<file path="config.mk">
export PLATFORM = sky130hd
export DESIGN_NAME = decoder_3e_flat
export DESIGN_NICKNAME = d
export VERILOG_FILES = /design/src/rtl/decoder_3e_if.sv /design/src/rtl/decoder_3e.sv /design/src/flat_wrapper.sv
export SDC_FILE = /design/constraint.sdc
export NUM_CORES = 1
export LEC_CHECK = 0
export CAP_MARGIN = 20
export CORE_AREA = 2 2 39 41
export CTS_CLUSTER_SIZE = 25
export DETAILED_ROUTE_END_ITERATION = 6
export DIE_AREA = 0 0 41 43
export GPL_ROUTABILITY_DRIVEN = 0
export PLACE_DENSITY = 0.61
export SLEW_MARGIN = 20
export SYNTH_ARGS = -nofsm -noshare
export SYNTH_HDL_FRONTEND = slang
export SYNTH_SLANG_ARGS = --single-unit
</file>
<file path="constraint.sdc">
create_clock -name clk -period 0.8 [get_ports clk]
set_input_delay 0.12 -clock clk [delete_from_list [all_inputs] [get_ports clk]]
set_output_delay 0.12 -clock clk [all_outputs]
set_load 0.01 [all_outputs]
</file>
<file path="src/rtl/decoder_3e_if.sv">
// decoder_3e_if: select/enable in, one-hot word plus valid out.
// Ports: n/ena (master->slave), e/vld (slave->master).
interface decoder_3e_if #(
  parameter int SEL_W = 3
);
  logic [SEL_W-1:0]      n;
  logic                  ena;
  logic [(1<<SEL_W)-1:0] e;
  logic                  vld;

  modport master (
    output n,
    output ena,
    input  e,
    input  vld
  );

  modport slave (
    input  n,
    input  ena,
    output e,
    output vld
  );
endinterface

</file>
<file path="src/rtl/decoder_3e.sv">
// decoder_3e: registered SEL_W-to-2^SEL_W one-hot decoder with enable.
// Ports: clk, rst_n (async low), bus.slave (n, ena -> e, vld).
module decoder_3e #(
  parameter int SEL_W = 3
) (
  input logic          clk,
  input logic          rst_n,
  decoder_3e_if.slave  bus
);
  localparam int OUT_W = 1 << SEL_W;

  logic [OUT_W-1:0] e_d;
  logic [OUT_W-1:0] e_q;
  logic             vld_d;
  logic             vld_q;

  // ena gates every bit, so an unknown n while disabled
  // cannot leak into the registered word.
  always_comb begin
    e_d   = '0;
    vld_d = bus.ena;
    for (int k = 0; k < OUT_W; k++) begin
      e_d[k] = bus.ena & (bus.n == SEL_W'(k));
    end
  end

  always_ff @(posedge clk or negedge rst_n) begin
    if (!rst_n) begin
      e_q   <= '0;
      vld_q <= 1'b0;
    end else begin
      e_q   <= e_d;
      vld_q <= vld_d;
    end
  end

  assign bus.e   = e_q;
  assign bus.vld = vld_q;
endmodule

</file>
<file path="src/flat_wrapper.sv">
// flat-port wrapper written by rule: the top's interface ports become plain ports
module decoder_3e_flat 
#(
  parameter int SEL_W = 3
)
  (clk, rst_n, bus_n, bus_ena, bus_e, bus_vld);
  decoder_3e_if #(.SEL_W(SEL_W)) bus_i ();
  input logic clk;
  input logic rst_n;
  input wire logic [$bits(bus_i.n)-1:0] bus_n;
  input wire logic [$bits(bus_i.ena)-1:0] bus_ena;
  output wire logic [$bits(bus_i.e)-1:0] bus_e;
  output wire logic [$bits(bus_i.vld)-1:0] bus_vld;
  assign bus_i.n = bus_n;
  assign bus_i.ena = bus_ena;
  assign bus_e = bus_i.e;
  assign bus_vld = bus_i.vld;
  decoder_3e #(.SEL_W(SEL_W)) u_core (.clk(clk), .rst_n(rst_n), .bus(bus_i));
endmodule
</file>
* Yosys cells after proc, flatten, opt, wreduce, memory -nomap -nowiden
Index checks and enable logic that the tools add are counted.
** Storage, ports and cells
- Memories :: 0
- Output and inout bits :: 9
- Memory bits (read-only) :: 0
- Register bits :: 9
- Word-level logic and storage cells :: 18
- Bits in latches :: 0
- Bits in writable memories :: 0
** Cells by class
- Mux-type cells :: 0
- Div/mod/pow operators :: 0
- Shift operators :: 0
- Bitwise logic cells :: 8
- Order comparisons :: 0
- Add/sub/neg operators :: 0
- $mul :: 0
- Equal/unequal tests :: 7
- Reductions and logical operators :: 1
** Operators by type and width (number)
- $eq 3x3->1 const B :: 4
- $and 1x1->1 :: 8
- $eq 3x2->1 const B :: 2
- $eq 3x1->1 const B :: 1
- $logic_not 3->1 :: 1

* Logic depth before layout (Yosys ltp)
- Depth in word-level cells :: 2
- Mapped depth :: 1
- Gate-level depth less buffers :: 1

* Least setup slack after synthesis
Ideal clock, no wire load.
- Path type :: register to output
- Start point :: reg u_core.e_q[0], in the netlist u_core.bus.e[0]
- End point :: out bus_e[0]
- Path buffers :: 0
- Arrival time :: 0.376 ns
- Data required time :: 0.680 ns
- Setup slack :: 0.304 ns
- Cell stages (with the launch flop) :: 1
- Path through :: dfrtp_1
** RTL lines
- start, declared :: RTL line decoder_3e.sv:13 : logic [OUT_W-1:0] e_q;
- start signal, assigned :: RTL line decoder_3e.sv:29 : e_q <= '0;
- start signal, assigned :: RTL line decoder_3e.sv:32 : e_q <= e_d;
- end, declared :: RTL line flat_wrapper.sv:12 : output wire logic [$bits(bus_i.e)-1:0] bus_e;
No word-level cell between the ends.

* Worst setup path in the final report
- Start point :: reg u_core.e_q[1], in the netlist u_core.bus.e[1]
- End point :: out bus_e[1]
No word-level cell between the ends.

==> results_dict.tcl <==
set metrics [dict create \
    syn-instance-count 17 \
    grt.total_usage_pct 9.08 \
    clockBufferDepth 2 \
    start_util_pct 23.2 \
    cts-root-buf "clkbuf_4" \
    relSlewSlack_pct 83.4 \
    rsz0062_at_grt "true" \
    area_growth_syn_to_layout_pct 53.7 \
    combPwrFrac_pct 10.4 \
    antenna_found_initial 0 \
    die_w_um 41 \
    p_leak_nw 0.262 \
    status "finished with violations" \
    critPathArrivalTime_ns 0.76 \
    crit_chain "buf_2" \
    crit_type "reg2out" \
    cap_violations 0 \
    swShare_pct 21.4 \
    grt_pass1_wl_um 986 \
    vias 217 \
    slowest_stage "dfrtp_1" \
    cts-buffers-inserted 3 \
    pin_count 15 \
    antennaDiodeCount 0 \
    cts_htree_levels 1 \
    setup_viol 9 \
    p_per_area_nw_per_um2 1830 \
    start_kind "flip-flop" \
    slew_viol_final 0 \
    grt_pass1_vias 246 \
    fin_crit_sh_pct 110 \
    fin_hold_ws_ns 0.131 \
    coreArea_um2 1380 \
    drt_pass1_iterations 2 \
    finalHoldViolations 0 \
    ys_seq_area_share_pct 70.0 \
    cts_tree "built" \
    nFillCells 142 \
    critPathBufInv 1 \
    drc_errors 0 \
    failed_checks "setup timing" \
    fmax_ghz 1.14 \
    cp_max_fo 1 \
    internal-power_uw 711 \
    avgRoutedWirePerCell_um 11.3 \
    overflow 0 \
    cts-hold-fix-buffers 0 \
    rows 14 \
    dieArea_um2 1760 \
    die_y_um 43 \
    drt-total-wl_um 588 \
    worst-path-stages 1 \
    final_layout_size_suffix_gt1_share_pct 58.3 \
    fin_ws_ns -0.0786 \
    power_switching_uw 194 \
    seq_power_share_pct 52.2 \
    clkSlewWorstSetupHoldPaths_ns 0.06 \
    hold_path.class "in2reg" \
    drt-initial-drc-count 3 \
    syn_area_um2 322 \
    tns_ns -0.579 \
    required_ns 0.68 \
    worst_setup_path_end_kind "output port" \
    cts_setup_buffers 0 \
    p_clk_share_pct 37.4 \
    synth.distinct_cells 5 \
    viasPerCell 4.17 \
    ys_ff_latch 9 \
    cts.sinks 9 \
    peakVddDrop_mv 0.664 \
    hpwl_um 376 \
    grt_max_degree 10 \
    path_delay_family "flip-flops" \
    hold_path_depth 1 \
    cpPeakStageDelay_ns 0.37 \
    worst_pin_slew_ns 0.248 \
    post_synth.cell_area_avg_um2 18.9 \
    nets 43 \
    yosysWarnings 0 \
    portBuffers 14 \
    period_minus_slack_ns 0.879 \
    antenna_left 0 \
    synth_nets 23 \
]
sequential cells by signal (all words and copies together), names as in the netlist:
name,flops
u_core.bus.e,8
u_core.bus.vld,1
synthesized netlist by cell type:
cell type  number  area [um2]
and4b_2         3        33.8
and4bb_2        3        37.5
and4_2          1        10.0
dfrtp_1         9         225
nor4b_2         1        15.0
repair_timing:
action,in CTS,in global routing
pin swaps,0,0
setup endpoints to repair,15,16
resized for setup,39,3
path summary, 6_finish.rpt:
path | start | end
min in group asynchronous | rst_n | u_core.bus.e[7]$_DFF_PN0_
max | u_core.bus.e[1]$_DFF_PN0_ | bus_e[1]
max in group asynchronous | rst_n | u_core.bus.e[4]$_DFF_PN0_
min | bus_ena | u_core.bus.vld$_DFF_PN0_
through the flow:
stage | utilization, % | setup WS (ns) | total power, mW | cell area (um2) | instances
global route | 35.7 | -0.121 | 0.972 | 494 | 52
finish | 35.7 | -0.0786 | 0.905 | 494 | 52
detailed placement | 36.3 | -0.307 | 0.588 | 502 | 48
CTS | 34.6 | -0.0946 | 0.921 | 479 | 52
floorplan | - | 0.304 | 0.503 | 322 | 17
global placement | 36.3 | -0.274 | 0.586 | 502 | 48
area by class of cell:
type / instances / area, um2 / share of cell area [%]
flip-flops and latches: 9 / 225 / 45.6
multi-input cells: 8 / 96.3 / 19.5
well taps: 16 / 20.0 / 4.05
clock buffers: 4 / 26.3 / 5.32
repair buffers: 15 / 126 / 25.6
power groups by stage:
stage	logic [mW]	clock network, mW	registers [mW]
finish	0.0943	0.339	0.472
global route	0.104	0.396	0.472
CTS	0.0921	0.358	0.471
detailed placement	0.109	0	0.480
global placement	0.107	0	0.479
floorplan	0.0157	0	0.487
cells by family (layout without fill, tap and decap cells):
group / count (synthesis) / count (layout) / synth area share, %
buffers and inverters: 0 / 19 / 0
flip-flops: 9 / 9 / 70.0
AND/OR/NAND/NOR: 8 / 8 / 30.0
metal layers:
| metal | global-route usage (%) | wire length, um |
|---|---|---|
| met3 | 4.71 | 73 |
| met1 | 11.5 | 282 |
| met2 | 10.6 | 232 |
| met4 | 8.00 | 0 |
| met5 | 0 | 0 |
cells in the final DEF (no fill, tap or decap):
cell	n
and4_2	1
and4b_2	3
and4bb_2	3
buf_12	1
buf_2	7
buf_6	2
clkbuf_1	1
clkbuf_4	3
clkdlybuf4s50_1	1
dfrtp_1	9
dlygate4sd2_1	3
dlymetal6s2s_1	1
nor4b_2	1
(Power assumes the default switching activity.)
==> RTL change: new RTL, same flow settings <==
`SEL_W` is set to 3 in 3 places; all go to 4.
--- a/src/rtl/decoder_3e_if.sv
+++ b/src/rtl/decoder_3e_if.sv
@@ -1,7 +1,7 @@
 // decoder_3e_if: select/enable in, one-hot word plus valid out.
 // Ports: n/ena (master->slave), e/vld (slave->master).
 interface decoder_3e_if #(
-  parameter int SEL_W = 3
+  parameter int SEL_W = 4
 );
   logic [SEL_W-1:0]      n;
   logic                  ena;
--- a/src/rtl/decoder_3e.sv
+++ b/src/rtl/decoder_3e.sv
@@ -1,7 +1,7 @@
 // decoder_3e: registered SEL_W-to-2^SEL_W one-hot decoder with enable.
 // Ports: clk, rst_n (async low), bus.slave (n, ena -> e, vld).
 module decoder_3e #(
-  parameter int SEL_W = 3
+  parameter int SEL_W = 4
 ) (
   input logic          clk,
   input logic          rst_n,
--- a/src/flat_wrapper.sv
+++ b/src/flat_wrapper.sv
@@ -1,7 +1,7 @@
 // flat-port wrapper written by rule: the top's interface ports become plain ports
 module decoder_3e_flat 
 #(
-  parameter int SEL_W = 3
+  parameter int SEL_W = 4
 )
   (clk, rst_n, bus_n, bus_ena, bus_e, bus_vld);
   decoder_3e_if #(.SEL_W(SEL_W)) bus_i ();
Interface: changed (resized bus_e and bus_n); port bits go from 15 to 24. No check against the original RTL was run, so the function may have changed too.
==> RTL change against the original RTL <==
- core utilization is 28 points higher
- power is 62% higher
- highest routed layer is now met4
- setup slack worse by 0.027 ns
- sequential cell count is 8 higher
- area after synthesis is 77% higher
- critical endpoint is now bus_e[12]
- cell area is 78% higher
- sequential power is 86% higher
- largest cell class unchanged
- the flow still finishes with violations (setup timing)
- combinational power is 85% higher
- wire length is 80% higher
- non-clock buffer count is 15 higher
==> RTL change: results (changes against the original RTL) <==
[status]
status=complete, but fails checks
violations=setup timing

[sta]
worst_pin_slew_ns=0.218  ; -0.0304 ns
finalSetupViolations=17  ; +8
final.setup.worst_slack_ns=-0.106  ; -0.0274 ns

[final_layout]
fin_nets=85  ; +98%
largest_register_ffs=16  ; +8
drive_above_1_share_pct=40.3  ; -18 points

[place]
port_buffers=23  ; +9
dp_slack_ns=-0.474  ; -0.168 ns
postPlaceCellArea_sq_um=872  ; +74%

[yosys]
ys_top_cells_by_count=dfrtp_1 (17), nor2_1 (10), nor3_1 (4)
synth_cell_type_count=12  ; +7
seq_area_frac_synth_pct=74.9  ; +4.9 points

[power]
p_leak_nw=0.470  ; +79%
peakVddDrop_mv=1.14  ; +72%

[drt]
viasPerCell=4.52  ; +8.2%
initialDrtViolationCount=9  ; +6
wirelength_mm=1.06  ; +80%

[min_path]
hold_path_class=input port to async pin

[grt]
grt_start_max_net_pins=18  ; +8
grt_pass1_wl_mm=1.75  ; +78%
grt_use_total_pct=14.8  ; +5.7 points
grt_pass1_vias=407  ; +65%

[setup_path]
arrival_ns=0.79  ; +0.03 ns

==> RTL change: cell count changes in the layout (fill, tap and decap cells not counted), moves of 4 or more <==
cell / unedited run / this run
nor3_1: 0 / 4
dfrtp_1: 9 / 17
buf_2: 7 / 13
buf_4: 0 / 5
nor2_1: 0 / 10
==> RTL change: area by class of cell <==
class	count	area share (%)
Sequential cell	17	48.4
Inverter	1	0.427
Clock buffer	4	2.99
Multi-Input combinational cell	25	19.1
Tap cell	16	2.28
Timing Repair Buffer	30	26.9
==> RTL change: path summary, 6_finish.rpt <==
path	from	endpoint	slack, ns	cells past startpoint
hold / removal	rst_n	u_core.bus.e[3]	0.17	2
setup / recovery	u_core.bus.e[12]	bus_e[12]	-0.11	1
min in group clk	bus_n[1]	u_core.bus.e[7]	0.19	3
max in group asynchronous	rst_n	u_core.bus.e[10]	0.51	2
==> RTL change: cell families (layout without fill, tap and decap cells) <==
| logic type | after synthesis | count (layout) |
|---|---|---|
| buffers and inverters | 3 | 35 |
| flip-flops | 17 | 17 |
| AND/OR/NAND/NOR | 25 | 25 |
==> RTL change: power by group through the flow <==
stage | Sequential (W) | Clock [W] | Combinational [W]
4_1_cts | 0.000877 | 0.000436 | 0.000169
6_report | 0.000878 | 0.000418 | 0.000174
2_1_floorplan | 0.000904 | 0 | 0.0000406
3_3_place_gp | 0.000894 | 0 | 0.000172
5_1_grt | 0.000879 | 0.000473 | 0.000192
3_5_place_dp | 0.000895 | 0 | 0.000174
==> RTL change: metrics by stage <==
| stage | TNS [ns] | util (%) | power (W) |
|---|---|---|---|
| after floorplan | 0 | - | 0.000944 |
| after global placement | -8.00 | 63.0 | 0.00107 |
| after detailed placement | -8.38 | 63.0 | 0.00107 |
| after CTS | -1.70 | 60.9 | 0.00148 |
| after global routing | -2.09 | 63.6 | 0.00154 |
| final | -1.48 | 63.6 | 0.00147 |
==> RTL change: per-layer routing <==
metal	GRT usage (%)	vias up	wire length, um
met5	0	-	0
met4	6.00	0	7
met3	1.57	2	56
met2	23.8	15	571
met1	19.4	191	422
li1	-	212	-
==> RTL change: timing repair <==
item | 4_1_cts | 5_1_grt
setup endpoints to repair | 32 | 24
cloned | 0 | 0
hold buffers | 0 | 0
pin swaps | 1 | 0
resized for setup | 79 | 6
